`src/rtl/mandelbrot_cfg_sequencer.sv`:
```
// Serial configuration loader for the tinymandelbrot core.
// Shifts a default word after reset, then accepts run-time words over a
// valid/ready port and drives the core's enable/sdata/sclk pins LSB first.
module mandelbrot_cfg_sequencer #(
  parameter int unsigned          CFG_WIDTH   = 33,
  parameter logic [CFG_WIDTH-1:0] DEFAULT_CFG = CFG_WIDTH'(33'h03CF10404),
  parameter int unsigned          HALF_PERIOD = 1
) (
  input  logic                 clk,
  input  logic                 reset,
  input  logic [CFG_WIDTH-1:0] cfg_data,
  input  logic                 cfg_valid,
  output logic                 cfg_ready,
  output logic                 cfg_enable,
  output logic                 cfg_sdata,
  output logic                 cfg_sclk,
  output logic                 busy,
  output logic                 done,
  output logic                 loaded
);

  localparam int unsigned BIT_W = (CFG_WIDTH > 1) ? $clog2(CFG_WIDTH) : 1;
  localparam int unsigned PH_W  = (HALF_PERIOD > 1) ? $clog2(HALF_PERIOD) : 1;
  localparam logic [BIT_W-1:0] LAST_BIT = BIT_W'(CFG_WIDTH - 1);
  localparam logic [PH_W-1:0]  LAST_PH  = PH_W'(HALF_PERIOD - 1);

  typedef enum logic [2:0] {
    S_BOOT,
    S_IDLE,
    S_SETUP,
    S_HIGH,
    S_LOW,
    S_FINISH
  } state_e;

  state_e               state_q;
  logic [CFG_WIDTH-1:0] shift_q;
  logic [BIT_W-1:0]     bit_q;
  logic [PH_W-1:0]      ph_q;

  logic                 load_go_c;
  logic [CFG_WIDTH-1:0] load_word_c;

  // Boot load behaves exactly like a handshake carrying the default word.
  always_comb begin
    load_go_c   = 1'b0;
    load_word_c = cfg_data;
    if (state_q == S_BOOT) begin
      load_go_c   = 1'b1;
      load_word_c = DEFAULT_CFG;
    end else if (state_q == S_IDLE && cfg_valid && cfg_ready) begin
      load_go_c   = 1'b1;
    end
  end

  // Sequencer FSM; every output is registered and set on the edge entering its state.
  always_ff @(posedge clk) begin
    if (reset) begin
      state_q    <= S_BOOT;
      shift_q    <= '0;
      bit_q      <= '0;
      ph_q       <= '0;
      cfg_ready  <= 1'b0;
      cfg_enable <= 1'b0;
      cfg_sdata  <= 1'b0;
      cfg_sclk   <= 1'b0;
      busy       <= 1'b0;
      done       <= 1'b0;
      loaded     <= 1'b0;
    end else begin
      done <= 1'b0;
      case (state_q)
        S_BOOT, S_IDLE: begin
          if (load_go_c) begin
            shift_q    <= load_word_c;
            cfg_sdata  <= load_word_c[0];
            cfg_enable <= 1'b1;
            cfg_sclk   <= 1'b0;
            busy       <= 1'b1;
            cfg_ready  <= 1'b0;
            bit_q      <= '0;
            ph_q       <= '0;
            state_q    <= S_SETUP;
          end
        end
        S_SETUP: begin
          cfg_sclk <= 1'b1;
          ph_q     <= '0;
          state_q  <= S_HIGH;
        end
        S_HIGH: begin
          if (ph_q == LAST_PH) begin
            // Data advances together with the falling sclk edge.
            cfg_sclk  <= 1'b0;
            shift_q   <= shift_q >> 1;
            cfg_sdata <= shift_q[1];
            ph_q      <= '0;
            state_q   <= S_LOW;
          end else begin
            ph_q <= ph_q + PH_W'(1);
          end
        end
        S_LOW: begin
          if (ph_q == LAST_PH) begin
            ph_q <= '0;
            if (bit_q == LAST_BIT) begin
              cfg_enable <= 1'b0;
              cfg_sdata  <= 1'b0;
              busy       <= 1'b0;
              done       <= 1'b1;
              loaded     <= 1'b1;
              state_q    <= S_FINISH;
            end else begin
              bit_q    <= bit_q + BIT_W'(1);
              cfg_sclk <= 1'b1;
              state_q  <= S_HIGH;
            end
          end else begin
            ph_q <= ph_q + PH_W'(1);
          end
        end
        S_FINISH: begin
          cfg_ready <= 1'b1;
          state_q   <= S_IDLE;
        end
        default: begin
          state_q <= S_BOOT;
        end
      endcase
    end
  end

endmodule
```
`config.mk`:
```
export PLATFORM = sky130hd
export DESIGN_NAME = mandelbrot_cfg_sequencer
export DESIGN_NICKNAME = d
export VERILOG_FILES = /design/src/rtl/mandelbrot_cfg_sequencer.sv
export SDC_FILE = /design/constraint.sdc
export NUM_CORES = 1
export LEC_CHECK = 0
export ABC_CLOCK_PERIOD_IN_PS = 1750
export BUFFER_PORTS_ARGS = -buffer_cell sky130_fd_sc_hd__buf_2
export CAP_MARGIN = 20
export CORE_AREA = 3 3 75 77
export DETAILED_ROUTE_END_ITERATION = 8
export DIE_AREA = 0 0 78 80
export SYNTH_ARGS = -nofsm -noshare
export SYNTH_HDL_FRONTEND = slang
export SYNTH_SLANG_ARGS = --single-unit
```
`constraint.sdc`:
```
create_clock -name clk -period 1.75 [get_ports clk]
set_input_delay 0.35 -clock clk [delete_from_list [all_inputs] [get_ports clk]]
set_output_delay 0.35 -clock clk [all_outputs]
set_load 0.05 [all_outputs]
```
==> results of run 1 <==
cells in the final DEF, fill, tap and decap left out, types with 6 or more instances in the layout:
cell type,synthesis,routed
buf_2,4,42
dfxtp_1,47,43
nand2_1,13,13
a21oi_1,18,18
nor2_1,49,49
buf_4,1,23
nor4_1,6,6
o21ai_0,10,10
a222oi_1,20,20
critical path, stage by stage (launching register included):
cell	delay (ns)
dfxtp_2	0.33
or3b_4	0.37
or3b_4	0.41
a21oi_2	0.14
mux2_1	0.32
repair_timing:
| action | 4_1_cts | 5_1_grt |
|---|---|---|
| cloned | 0 | 0 |
| hold buffers | 0 | 0 |
| setup endpoints to repair | 1 | 21 |
| gates resized for setup | 1 | 4 |
| pin swaps | 0 | 1 |
power breakdown:
group / internal (mW) / switching, mW
Combinational: 0.176 / 0.257
Sequential: 1.13 / 0.0395
Clock: 0.267 / 0.337
through the flow:
step / TNS (ns) / cells
floorplan: 0 / 239
global placement: 0 / 356
detailed placement: -0.00715 / 356
CTS: 0 / 362
global route: 0 / 362
finish: 0 / 362
final cells by class:
class	instances	area, µm²	area share, %
Clock buffer	6	72.6	2.84
Timing Repair Buffer	66	403	15.8
Multi-Input combinational cell	169	1030	40.4
Tap cell	70	87.6	3.42
Sequential cell	47	946	37.0
Inverter	4	15.0	0.587
registers in the layout (all words and copies together), names as in the netlist:
signal and flops:
bit_q 6, busy 1, cfg_sclk 1, state_q 3, shift_q 32, cfg_sdata 1
done 1, cfg_ready 1, loaded 1
path summary, 6_finish.rpt:
path	to	slack (ns)	cells after the start
worst min register to register	loaded$_SDFFE_PP0P_	0.45	2
worst min-delay path	shift_q[4]$_SDFFE_PP0P_	0.29	3
worst max register to register	cfg_sdata$_SDFFE_PP0P_	0.06	4
worst max-delay path	cfg_sdata$_SDFFE_PP0P_	0.06	4
metal layers:
| layer | vias up | routed length, µm | track usage [%] |
|---|---|---|---|
| met4 | 0 | 90 | 8.57 |
| met1 | 900 | 2420 | 23.5 |
| met5 | - | 0 | 0 |
| li1 | 996 | - | - |
| met3 | 8 | 282 | 4.97 |
| met2 | 58 | 2350 | 27.1 |
cell families after synthesis:
group	synth area share [%]
AND/OR/NAND/NOR	22.9
multiplexers	1.03
flip-flops	45.5
XOR/XNOR	0.424
buffers and inverters	5.32
adder cells (fa/ha/maj)	1.21
AO/OA/AOI/OAI	23.6
==> impl_metrics.toml, run 1 <==
[floorplan]
die_h_um = 80
dieArea_um2 = 6240
io_pins = 43
fp.coreArea_um2 = 5070
initial_core_util_pct = 40.8
die_width_um = 78
row_count = 26

[critical_path]
critPathMaxFanout = 3
endpoint_kind = "register"
startpoint_type = "register"
r2r-start = "bit_q[5]$_SDFFE_PP0P_"
cp.arrival_ns = 1.88
cp.required_ns = 1.94
critPathKind = "register to register"
crit_path_start = "bit_q[5]$_SDFFE_PP0P_"

[power_and_ir_drop]
power_density_nw_per_um2 = 862
cellLeakagePower_nw = 1.02
peakVddDrop_uv = 440
power_mw = 2.21

[sta]
hold_ws_ns = 0.287
fin_crit_ns = 1.69
tightest_slew_ns = 0.413
slew_violations = 0
final-setup-viol-count = 0
timing.fmax_ghz = 0.592
finalHoldViolCount = 0
finalWorstSetupSlack_ns = 0.0601
rsz0062_at_grt = "false"
max_slew_margin_pct = 72.4
skew_ns = 0.00808
min_period_over_period_pct = 96.6

[job]
drv_cap = 0

[yosys]
ys_types = 38
synthMostInstantiatedCell = "nor2_1"
syn_area_um2 = 2070
synth_top_area_share_pct = 45.5
yosysTopAreaCell = "dfxtp_1"
yosys-top-cells-count = "49 x nor2_1, 47 x dfxtp_1, 20 x a222oi_1"
synth-seq-cells = 47
synth_area_per_cell_um2 = 8.65
synth_cells = 239
synth_edf_count = 0
synthArstFlopShare_pct = 0
ys_seq_area_share_pct = 45.5
yosysWarnings = 0
syn-num-nets = 277
synth_ff_type = "dfxtp_1"
yosys-top-cells-area = "dfxtp_1 45%, a222oi_1 9.7%, nor2_1 8.9%, a21oi_1 4.4%, o21ai_0 2.4%"

[clocking]
clock-root-buffer = "clkbuf_8"
post_cts_buffers = 0
cts_buffers = 5
cts_tree = "done"
htreeDepth = 2
clock_path_buffers = 2
clock_latency_ns = 0.30
clk_pin_slew_ns = 0.08
clock-sinks = 47

[routing]
dr.pass1.iters = 9
drt-vias-per-instance = 5.42
totalWireLength_um = 5150
drtIter0Drc = 148
antenna_left = 0
drc = 0
routedWlPerCell_um = 14.2
vias = 1962

[placement]
dpl_cell_area_um2 = 2470
place_congestion = 0.835
hpwl_um = 3620
dpl_worst_slack_ns = -0.00715
portBuffers = 42

[layout]
n_antenna_cell = 0
fill_cells = 518
nets = 331
stdcell_area_um2 = 2560
areaGrowthSynthToFinish_pct = 23.7
utilization_pct = 50.4
drive_above_1_share_pct = 28.4

[global_route]
grt_max_degree = 25
antenna_found_initial = 0
grt.total_usage_pct = 17.9
grt_pass1_wl_um = 8800
first_global_vias = 1925
overflow = 0

[worst_hold_path]
min_from = "cfg_data[4]"
hold_class = "input port to register"

[run_status]
status = "completed"
No activity file was read; power rests on OpenSTA's default activity.
==> run 2: changes to the inputs <==
--- a/config.mk
+++ b/config.mk
@@ -11,6 +11,7 @@
 export CORE_AREA = 3 3 75 77
 export DETAILED_ROUTE_END_ITERATION = 8
 export DIE_AREA = 0 0 78 80
+export SETUP_SLACK_MARGIN = 0.1
 export SYNTH_ARGS = -nofsm -noshare
 export SYNTH_HDL_FRONTEND = slang
 export SYNTH_SLANG_ARGS = --single-unit
==> run 2 against run 1 <==
Net effect:
- clock skew shrank 0.0027 ns
- die area is the same
- count of clock-buffer cells in the layout grew 1
- register-to-register slack gained 0.04 ns
- total power grew 14%
- final cell count grew 1.7%
- critical path depth is the same
- hold slack lost 0.0015 ns
- maximum frequency grew 2.4%
- clock power grew 45%
- sequential cell count is the same
- wire length grew 5.6%
- largest power group unchanged
==> impl_metrics.toml, run 2 (synthesis gave the netlist of run 1 again) <==
[sta]
min_period_over_period_pct = 94.3
max_slew_margin_pct = 67.0
slew_violations = 0
rsz0062_at_grt = "true"
tightest_slew_ns = 0.494
skew_ns = 0.00538
final-setup-viol-count = 0
finalHoldViolCount = 0
timing.fmax_ghz = 0.606
hold_ws_ns = 0.285
fin_crit_ns = 1.65
finalWorstSetupSlack_ns = 0.100
setup_tns_ns = 0

[global_route]
overflow = 0
first_global_vias = 2007
antenna_found_initial = 0
grt_max_degree = 25
grt_pass1_wl_um = 8850
grt.total_usage_pct = 17.7

[critical_path]
slowest_stage = "or3b_4"
cp.required_ns = 1.94
r2r-start = "bit_q[2]$_SDFFE_PP0P_"
cp.arrival_ns = 1.84
max_stage_delay_ns = 0.39
path_cells = "or3b_4 -> or3b_4 -> a21oi_2 -> mux2_4"
critPathMostFrequentCell = "or3b_4"
startpoint_type = "register"
critPathKind = "register to register"
critPathMaxFanout = 2
endpoint_kind = "register"
crit_path_start = "bit_q[2]$_SDFFE_PP0P_"

[routing]
totalWireLength_um = 5430
drtIter0Drc = 184
antenna_left = 0
dr.pass1.iters = 5
routedWlPerCell_um = 14.8
vias = 2060
drt-vias-per-instance = 5.60
drc = 0

[layout]
n_antenna_cell = 0
fill_cells = 490
stdcell_area_um2 = 2680
drive_above_1_share_pct = 33.2
areaGrowthSynthToFinish_pct = 29.5
top_regs = "shift_q x32, bit_q x6, state_q x3"
nets = 335
layout_common_cells = "49 x nor2_1, 42 x buf_2, 40 x dfxtp_1"
regMostFlops = "shift_q"
final_cells = 368
final_common_cell = "nor2_1"
utilization_pct = 52.8
largest_reg_flops = 32

[clocking]
htreeDepth = 2
clock-sinks = 47
clock-root-buffer = "clkbuf_8"
clock_path_buffers = 2
cts_tree = "done"
hold_buffers = 0
clock_latency_ns = 0.30
cts_buffers = 5
clk_pin_slew_ns = 0.08

[power_and_ir_drop]
cellLeakagePower_nw = 1.07
power_mw = 2.51
p_comb_share_pct = 18.4
clockPowerShare_pct = 34.9
switching_share_pct = 26.9
switchingPower_mw = 0.673
power_density_nw_per_um2 = 936
p_seq_share_pct = 46.7
peakVddDrop_uv = 536
internal_power_mw = 1.83

[placement]
place_congestion = 0.824
placed_cells = 355
dpl_cell_area_um2 = 2450
dpl_worst_slack_ns = 0.0842
portBuffers = 42
hpwl_um = 3830

[floorplan]
die_h_um = 80
fp.coreArea_um2 = 5070
io_pins = 43
dieArea_um2 = 6240
initial_core_util_pct = 40.8
row_count = 26
die_width_um = 78

[run_status]
status = "completed"

[job]
drv_cap = 0

[worst_hold_path]
hold_class = "input port to register"
min_from = "cfg_data[19]"
==> run 2: cell types whose count changed in the layout (fill, tap and decap cells not counted), sizes merged <==
cell | before | now
a211o | 1 | 2
bufinv | 0 | 1
clkbuf | 6 | 7
clkinvlp | 0 | 1
inv | 4 | 3
buf | 66 | 69
==> run 2: layout make-up <==
| cell class | count | area [µm²] | share of cell area [%] |
|---|---|---|---|
| multi-input combinational | 170 | 1070 | 40.0 |
| clock inverter | 1 | 30.0 | 1.12 |
| inverter | 4 | 18.8 | 0.701 |
| tap | 70 | 87.6 | 3.27 |
| clock buffer | 7 | 97.6 | 3.64 |
| timing repair buffer | 69 | 420 | 15.7 |
| sequential | 47 | 952 | 35.6 |
==> run 2: final timing paths <==
path                                   end  slack (ns)  cells past startpoint
setup reg to reg    cfg_sdata$_SDFFE_PP0P_         0.1                      4
hold reg to reg        loaded$_SDFFE_PP0P_        0.44                      2
setup / recovery    cfg_sdata$_SDFFE_PP0P_         0.1                      4
hold / removal    shift_q[19]$_SDFFE_PP0P_        0.29                      3
==> run 2: layer usage <==
metal  up-vias  part of all wire [%]  track usage (%)
li1       1011                     -                -
met1       990                    46             22.3
met2        53                    47             29.3
met3         6                   5.4             4.63
met4         0                   1.3             6.12
met5         -                     0                0
==> run 2: power groups by stage <==
stage                     registers [mW]  logic (mW)  clock network (mW)
after floorplan                     1.20       0.271                   0
after global placement              1.19       0.432                   0
after detailed placement            1.19       0.433                   0
after CTS                           1.17       0.438               0.905
after global routing                1.18       0.504               0.949
final                               1.17       0.460               0.875
==> run 2: worst max-delay path, delay by kind of cell, from the launching register on <==
| family | cells | cell delay (ns) |
|---|---|---|
| flops | 1 | 0.33 |
| simple gates | 2 | 0.77 |
| compound gates | 1 | 0.15 |
| mux | 1 | 0.30 |
==> run 2: repair_timing <==
action / 4_1_cts / 5_1_grt
gates resized for setup: 7 / 11
pin swaps: 1 / 2
setup buffers: 2 / 2
cloned: 0 / 1
endpoints found under the setup margin: 9 / 32
